File: src/rtl/rpn_sequencer.sv
// Token-stream initiator for the RPN calculator push/op port.
// Mirrors the calculator stack depth to reject bad expressions before issuing them.
module rpn_sequencer #(
  parameter int unsigned DATA_W    = 16,
  parameter int unsigned CNT_W     = 10,
  parameter int unsigned DEPTH_MAX = 1023
) (
  input  logic              step,
  input  logic              rst,
  input  logic              start,
  input  logic              tok_valid,
  output logic              tok_ready,
  input  logic [1:0]        tok_kind,
  input  logic [DATA_W-1:0] tok_data,
  input  logic              tok_last,
  output logic              calc_nrst,
  output logic              calc_push,
  output logic [1:0]        calc_op,
  output logic [DATA_W-1:0] calc_d,
  input  logic [DATA_W-1:0] calc_out,
  input  logic [CNT_W-1:0]  calc_cnt,
  output logic              busy,
  output logic              done,
  output logic [DATA_W-1:0] result,
  output logic              error,
  output logic [2:0]        err_code
);

  localparam logic [CNT_W-1:0] DMAX = CNT_W'(DEPTH_MAX);

  localparam logic [1:0] K_PUSH = 2'd0;
  localparam logic [1:0] K_NEG  = 2'd1;
  localparam logic [1:0] K_ADD  = 2'd2;
  localparam logic [1:0] K_MUL  = 2'd3;

  localparam logic [2:0] E_NONE   = 3'd0;
  localparam logic [2:0] E_UNDER  = 3'd1;
  localparam logic [2:0] E_OVER   = 3'd2;
  localparam logic [2:0] E_UNBAL  = 3'd3;
  localparam logic [2:0] E_DESYNC = 3'd4;

  // DRAIN holds the last command on the bus; CAP1 lets the calculator settle; CAP2 checks.
  typedef enum logic [2:0] {
    S_IDLE, S_CLR, S_RUN, S_DRAIN, S_CAP1, S_CAP2, S_ERR
  } state_e;

  state_e             state_q, state_d;
  logic [CNT_W-1:0]   depth_q, depth_d;
  logic               tok_ready_q, tok_ready_d;
  logic               calc_nrst_q, calc_nrst_d;
  logic               calc_push_q, calc_push_d;
  logic [1:0]         calc_op_q, calc_op_d;
  logic [DATA_W-1:0]  calc_d_q, calc_d_d;
  logic               busy_q, busy_d;
  logic               done_q, done_d;
  logic [DATA_W-1:0]  result_q, result_d;
  logic               error_q, error_d;
  logic [2:0]         err_code_q, err_code_d;

  logic               accept;
  logic               illegal;
  logic [2:0]         tok_err;

  assign accept = tok_ready_q & tok_valid;

  // Depth screening of the presented token.
  always_comb begin
    illegal = 1'b0;
    tok_err = E_NONE;
    unique case (tok_kind)
      K_PUSH: if (depth_q == DMAX) begin
        illegal = 1'b1;
        tok_err = E_OVER;
      end
      K_NEG: if (depth_q == '0) begin
        illegal = 1'b1;
        tok_err = E_UNDER;
      end
      default: if (depth_q < CNT_W'(2)) begin
        illegal = 1'b1;
        tok_err = E_UNDER;
      end
    endcase
  end

  always_comb begin
    state_d     = state_q;
    depth_d     = depth_q;
    calc_push_d = 1'b0;
    calc_op_d   = 2'd0;
    calc_d_d    = calc_d_q;
    done_d      = 1'b0;
    result_d    = result_q;
    error_d     = error_q;
    err_code_d  = err_code_q;

    unique case (state_q)
      S_IDLE, S_ERR: begin
        if (start) begin
          state_d    = S_CLR;
          error_d    = 1'b0;
          err_code_d = E_NONE;
          result_d   = '0;
        end
      end
      S_CLR: begin
        depth_d = '0;
        state_d = S_RUN;
      end
      S_RUN: begin
        if (accept) begin
          if (illegal) begin
            state_d    = S_ERR;
            error_d    = 1'b1;
            err_code_d = tok_err;
          end else begin
            unique case (tok_kind)
              K_PUSH: begin
                calc_push_d = 1'b1;
                calc_d_d    = tok_data;
                depth_d     = depth_q + CNT_W'(1);
              end
              K_NEG: calc_op_d = K_NEG;
              K_ADD: begin
                calc_op_d = K_ADD;
                depth_d   = depth_q - CNT_W'(1);
              end
              K_MUL: begin
                calc_op_d = K_MUL;
                depth_d   = depth_q - CNT_W'(1);
              end
            endcase
            if (tok_last) state_d = S_DRAIN;
          end
        end
      end
      S_DRAIN: state_d = S_CAP1;
      S_CAP1:  state_d = S_CAP2;
      S_CAP2: begin
        if (depth_q != CNT_W'(1)) begin
          state_d    = S_ERR;
          error_d    = 1'b1;
          err_code_d = E_UNBAL;
        end else if (calc_cnt != depth_q) begin
          state_d    = S_ERR;
          error_d    = 1'b1;
          err_code_d = E_DESYNC;
        end else begin
          state_d  = S_IDLE;
          result_d = calc_out;
          done_d   = 1'b1;
        end
      end
      default: state_d = S_IDLE;
    endcase

    // State-decoded outputs are registered from the next state so they align with it.
    tok_ready_d = (state_d == S_RUN);
    calc_nrst_d = (state_d != S_CLR);
    busy_d      = (state_d == S_CLR) || (state_d == S_RUN) || (state_d == S_DRAIN) ||
                  (state_d == S_CAP1) || (state_d == S_CAP2);
  end

  always_ff @(posedge step) begin
    if (rst) begin
      state_q     <= S_IDLE;
      depth_q     <= '0;
      tok_ready_q <= 1'b0;
      calc_nrst_q <= 1'b0;
      calc_push_q <= 1'b0;
      calc_op_q   <= 2'd0;
      calc_d_q    <= '0;
      busy_q      <= 1'b0;
      done_q      <= 1'b0;
      result_q    <= '0;
      error_q     <= 1'b0;
      err_code_q  <= E_NONE;
    end else begin
      state_q     <= state_d;
      depth_q     <= depth_d;
      tok_ready_q <= tok_ready_d;
      calc_nrst_q <= calc_nrst_d;
      calc_push_q <= calc_push_d;
      calc_op_q   <= calc_op_d;
      calc_d_q    <= calc_d_d;
      busy_q      <= busy_d;
      done_q      <= done_d;
      result_q    <= result_d;
      error_q     <= error_d;
      err_code_q  <= err_code_d;
    end
  end

  assign tok_ready = tok_ready_q;
  assign calc_nrst = calc_nrst_q;
  assign calc_push = calc_push_q;
  assign calc_op   = calc_op_q;
  assign calc_d    = calc_d_q;
  assign busy      = busy_q;
  assign done      = done_q;
  assign result    = result_q;
  assign error     = error_q;
  assign err_code  = err_code_q;

endmodule
File: config.mk
export PLATFORM = sky130hd
export DESIGN_NAME = rpn_sequencer
export DESIGN_NICKNAME = d
export VERILOG_FILES = /design/src/rtl/rpn_sequencer.sv
export SDC_FILE = /design/constraint.sdc
export NUM_CORES = 1
export LEC_CHECK = 0
export ABC_CLOCK_PERIOD_IN_PS = 3850
export CORE_MARGIN = 2
export CORE_UTILIZATION = 35
export CTS_BUF_LIST = sky130_fd_sc_hd__clkbuf_4
export CTS_CLUSTER_DIAMETER = 200
export DETAILED_ROUTE_END_ITERATION = 16
export PLACE_DENSITY_LB_ADDON = 0.12
export SYNTH_ARGS = -nofsm -noshare
export SYNTH_HDL_FRONTEND = slang
export SYNTH_SLANG_ARGS = --single-unit
File: constraint.sdc
create_clock -name step -period 3.85 [get_ports step]
set_input_delay 0.5775 -clock step [delete_from_list [all_inputs] [get_ports step]]
set_output_delay 0.5775 -clock step [all_outputs]
set_load 0.02 [all_outputs]
# Word-level counts from Yosys, hierarchy flattened
# Index checks and enable logic that the tools add are counted.
[totals]
reg_bits = 56
in_bits = 49
[op_classes]
n_addsub = 2
magnitude_cmp = 1
n_eq_ne = 26
muxes = 38
bitwise = 5
reduce_logical = 18
[ops]
columns = ["op", "n"]
rows = [
  ["two-way mux 16 bit", 3],
  ["case mux 10 bit (2 select lines)", 2],
  ["two-way mux 3 bit", 11],
  ["case mux 16 bit (2 select lines)", 1],
  ["two-way mux 10 bit", 2],
  ["case mux 3 bit (6 select lines)", 1],
  ["== test 3 bit, second input constant", 5],
  ["== test 3 x 2 -> 1 bit, second input constant", 4],
  ["two-way mux 1 bit", 12],
  ["inequality test 2 bit, second input constant", 6],
  ["AND reduction 4 bit", 3],
  ["adder 10 x 1 -> 10 bit, second input constant", 1],
  ["== test 10 bit, second input constant", 1],
  ["logical NOT 10 bit", 1],
  ["less-than comparator 10 x 2 -> 1 bit, second input constant", 1],
  ["inequality test 10 x 1 -> 1 bit, second input constant", 1],
  ["inequality test 10 bit", 1],
  ["subtractor 10 x 1 -> 10 bit, second input constant", 1],
  ["case mux 3 bit (3 select lines)", 1],
  ["== test 3 x 1 -> 1 bit, second input constant", 2],
  ["case mux 2 bit (3 select lines)", 1],
  ["case mux 3 bit (2 select lines)", 1],
  ["AND reduction 5 bit", 1],
  ["== test 2 bit, second input constant", 2],
  ["other kinds (17)", 25],
]

# Logic depth before layout (Yosys ltp)
[depth]
depth_word = 11
ltp_mapped = 9
depth_no_buf = 8

# Worst setup path before layout
# OpenSTA, ideal clock, no wires.
[synth_timing]
path_type = "register to register"
from = "reg depth_q[0]"
to = "reg depth_q[7]"
setup_ns = 0.070
t_arrival_ns = 2.176
required_ns = 3.780
setup_slack_ns = 1.603
stages_incl_launch_ff = 9
n_path_buf = 1
path_cell_list = "dfxtp_1 -> inv_1 -> ha_1 -> and3b_1 -> o211a_4 -> or4_4 -> buf_6 -> or3_1 -> a21oi_1"
[synth_via]
elab_chain_len = 5
word_cells_on_any_way = 15
classes_between = "2 x add/sub; 1 x order compare; 2 x eq/ne; 8 x mux; 2 x reduce/logical"
[synth_lines]
columns = ["item", "line", "text"]
rows = [
  ["start, declared", "48", "logic [CNT_W-1:0] depth_q, depth_d;"],
  ["start signal, assigned", "180", "depth_q <= depth_d;"],
  ["subtractor 10 x 1 -> 10 bit, or another cell as far along", "126, 130", ""],
  ["case mux 10 bit (2 select lines), or another cell as far along", "117", "unique case (tok_kind)"],
  ["two-way mux 10 bit or case mux 1 bit (2 select lines) (tied branches)", "112, 70", ""],
  ["two-way mux 10 bit or inequality test 2 bit (tied branches)", "-", ""],
  ["case mux 10 bit (2 select lines) or AND reduction 4 bit (tied branches)", "-", ""],
]
# Parallel ways exist; a longest one is shown, timed or not. The select of a mux whose other input is x is not followed.
# A chain may end at the register's enable or synchronous reset.

# Final worst setup path
[layout_timing]
from = "in tok_kind[1]"
to = "reg depth_q[9]"
[layout_via]
elab_chain_len = 6
word_cells_on_any_way = 13
classes_between = "5 x eq/ne; 5 x mux; 3 x reduce/logical"
[layout_lines]
columns = ["item", "line", "text"]
rows = [
  ["start, declared", "13", "input logic [1:0] tok_kind,"],
  ["== test 2 bit", "117", ""],
  ["OR reduction 2 bit (no line)", "-", ""],
  ["case mux 10 bit (2 select lines)", "117", ""],
  ["two-way mux 10 bit", "112", "if (illegal) begin"],
  ["two-way mux 10 bit", "111", "if (accept) begin"],
  ["case mux 10 bit (2 select lines)", "97", "unique case (state_q)"],
]
# Parallel ways exist; a longest one is shown, timed or not. The select of a mux whose other input is x is not followed.

==> impl_metrics.ini <==
[run_status]
status = finished clean

[layout]
final_cells = 463
antenna_cells = 0
finalNetCount = 416
drive_gt1_share_pct = 5.77
multi_input_area_um2 = 1360
area_growth_syn_to_layout_pct = 38.4
fillers = 722
design_area_um2 = 3620
seq_area_um2 = 1120

[floorplanning]
core_um2 = 7250
rows = 31
start_util_pct = 36.1
dieWidth_um = 90.5
pin_count = 92
dieArea_um2 = 8190
die_h_um = 90.5

[cts]
cts_setup_buffers = 0
cts_buffers = 5
cts_max_level = 2
clock_path_buffers = 2
numClockSinks = 56
root_buffer = clkbuf_4
cts.reportedPaths.clkPinSlew_ns = 0.15
insertion_delay_ns = 0.37
cts_tree = built
cts_resized = 0
hold_buffers = 0

[worst_setup_path]
cpLargestDelayFamily = simple AND/OR/NAND/NOR gates
required_ns = 4.15
worstPathMaxFanout = 14
slowest_stage = clkdlybuf4s50_1
cp_cell_sequence = clkdlybuf4s50_1 -> and3b_1 -> o211a_4 -> or4_4 -> or3_1 -> a21oi_1
cp-start-kind = primary input
cpPeakStageDelay_ns = 0.65
crit_buf_inv = 1
worstPathArrival_ns = 2.79
end_kind = register
critPathKind = in -> reg

[logic_synthesis]
synthCells = 284
syn_area_per_cell_um2 = 9.22
synthMuxAreaShare_pct = 6.12
yosys.area_share.simple_pct = 21.2
synth_compound_area_share_pct = 17.6
synth_top_family_by_area = simple AND/OR/NAND/NOR gates
ys_types = 55
ys_seq_area_share_pct = 42.8
netlist_area_um2 = 2620
synth_xor_xnor_area_share_pct = 4.68
synth_edf_count = 0
synthAdderAreaFrac_pct = 2.29
synth-warning-count = 0
synth_flop_cell = dfxtp_1
synth.net_count = 337
async_flop_share_pct = 0
synth_seq_cells = 56

[sta]
setup_viol = 0
setup_tns_ns = 0
fin_skew_ns = 0.00926
hold_viol_final = 0
finalCritPeriodShare_pct = 64.5
finalCriticalPeriod_ns = 2.48
rsz0062_at_grt = no
timing.fmax_mhz = 403
maxSlewViolCount = 0
slew_headroom_pct = 60.8
tightest_slew_ns = 0.588

[power]
power_leakage_uw = 0.00129
ir_drop_mv = 0.158
powerDensity_nw_per_um2 = 278

[detailed_routing]
drt_wl_total_um = 6200
wl_per_cell_um = 13.4
drtIter0Drc = 115
drc = 0
first_pass_iters = 4
postRouteAntennaNets = 0
routed_via_density = 4.97
vias = 2301

[worst_hold_path]
hold_path.class = reg -> reg

[grt]
grt_max_degree = 34
first_global_vias = 2218
antenna_found_initial = 0
grt.total_usage_pct = 15.5
grt_pass1_wl_um = 10600
globalRouteOverflowTotal = 0

[run]
drv_cap = 0

[placement]
placed_cells = 455
dpl.hpwl_um = 4530
routabilityCongestion = 0.846
placed_area_um2 = 3560
numPortBuffers = 91
power by group:
group	internal, uW	leakage, uW	total [uW]	switching [uW]
Clock	88.1	0.0000363	266	178
Combinational	80.4	0.000801	143	63.0
Sequential	588	0.000453	598	9.38
flip-flops by register name (all words and copies together), names as in the netlist, 2 cells and up:
| register | count |
|---|---|
| calc_d | 16 |
| calc_op | 2 |
| depth_q | 10 |
| err_code | 3 |
| result | 16 |
| state_q | 3 |
Yosys cell counts, types with 2 or more instances:
cell type | number | area share (%)
xnor2_1 | 10 | 3.3
nor2b_1 | 2 | 0.48
a31oi_1 | 4 | 0.96
ha_1 | 4 | 1.9
nor3_1 | 6 | 1.1
dfxtp_1 | 56 | 43
nor4_2 | 2 | 0.96
and2b_1 | 2 | 0.57
nand4_1 | 3 | 0.72
a22o_1 | 16 | 5.4
nand2_1 | 11 | 1.6
buf_6 | 3 | 1.3
and2_1 | 2 | 0.48
nand2b_1 | 3 | 0.72
o211a_1 | 2 | 0.76
a221oi_1 | 2 | 0.67
inv_1 | 7 | 1.0
o21ai_0 | 9 | 1.7
nor2_1 | 41 | 5.9
clkbuf_1 | 9 | 1.3
buf_1 | 2 | 0.29
nor4_1 | 3 | 0.72
nor3b_1 | 2 | 0.57
or3_1 | 6 | 1.4
or2_2 | 2 | 0.48
a21oi_1 | 16 | 3.1
mux2i_1 | 16 | 6.1
xor2_1 | 4 | 1.3
nand3_1 | 5 | 0.96
buf_2 | 6 | 1.1
and3_1 | 4 | 0.96
cell usage in the layout (no fill, tap or decap), types with 5 or more instances in the layout:
| cell type | instances |
|---|---|
| dfxtp_1 | 56 |
| clkbuf_4 | 7 |
| nor3_1 | 6 |
| or3_1 | 6 |
| nand3_1 | 5 |
| nand2_1 | 11 |
| clkdlybuf4s50_1 | 91 |
| inv_1 | 7 |
| nor2_1 | 41 |
| o21ai_0 | 9 |
| a21oi_1 | 16 |
| mux2i_1 | 16 |
| a22o_1 | 16 |
| xnor2_1 | 10 |
cell families after synthesis:
group | after synthesis
adders and majority gates | 5
muxes | 16
AOI/OAI and AO/OA | 64
and+or+nand+nor | 101
DFF | 56
xor gates and xnor gates | 14
buffers and inverters | 28
layer usage:
metal | up-vias | wire, um | global-route usage, %
met5 | - | 0 | 0
met4 | 0 | 47 | 3.85
met3 | 4 | 403 | 4.84
met2 | 66 | 2680 | 23.8
met1 | 1068 | 3070 | 21.3
li1 | 1163 | - | -
final timing paths:
kind               startpoint    endpoint  slack (ns)  depth (start not counted)
hold reg to reg         error       error        0.46                          2
setup reg to reg   depth_q[0]  depth_q[9]        1.39                          7
hold / removal          error       error        0.46                          2
setup / recovery  tok_kind[1]  depth_q[9]        1.37                          6
tightest hold or removal path, delay by kind of cell, from the launching register on:
kind | cells | cell delay [ns]
buffers and inverters | 1 | 0.04
AOI/OAI and AO/OA | 1 | 0.06
DFF | 1 | 0.34
layout make-up:
type / instances / area share [%]
Clock buffer: 7 / 1.45
Clock inverter: 1 / 0.242
Inverter: 7 / 0.725
Multi-Input combinational cell: 200 / 37.7
Sequential cell: 56 / 31.0
Tap cell: 99 / 3.42
Timing Repair Buffer: 93 / 25.6
through the flow:
stage	util [%]	worst slack, ns	total power (uW)	hold slack, ns
finish	49.9	1.37	1010	0.465
global route	49.9	1.23	1060	0.513
CTS	49.9	1.38	1020	0.471
detailed placement	49.1	0.995	755	0.452
global placement	49.1	1.05	753	0.449
floorplan	-	1.60	681	0.495
Power figures use the tool's default switching activity.
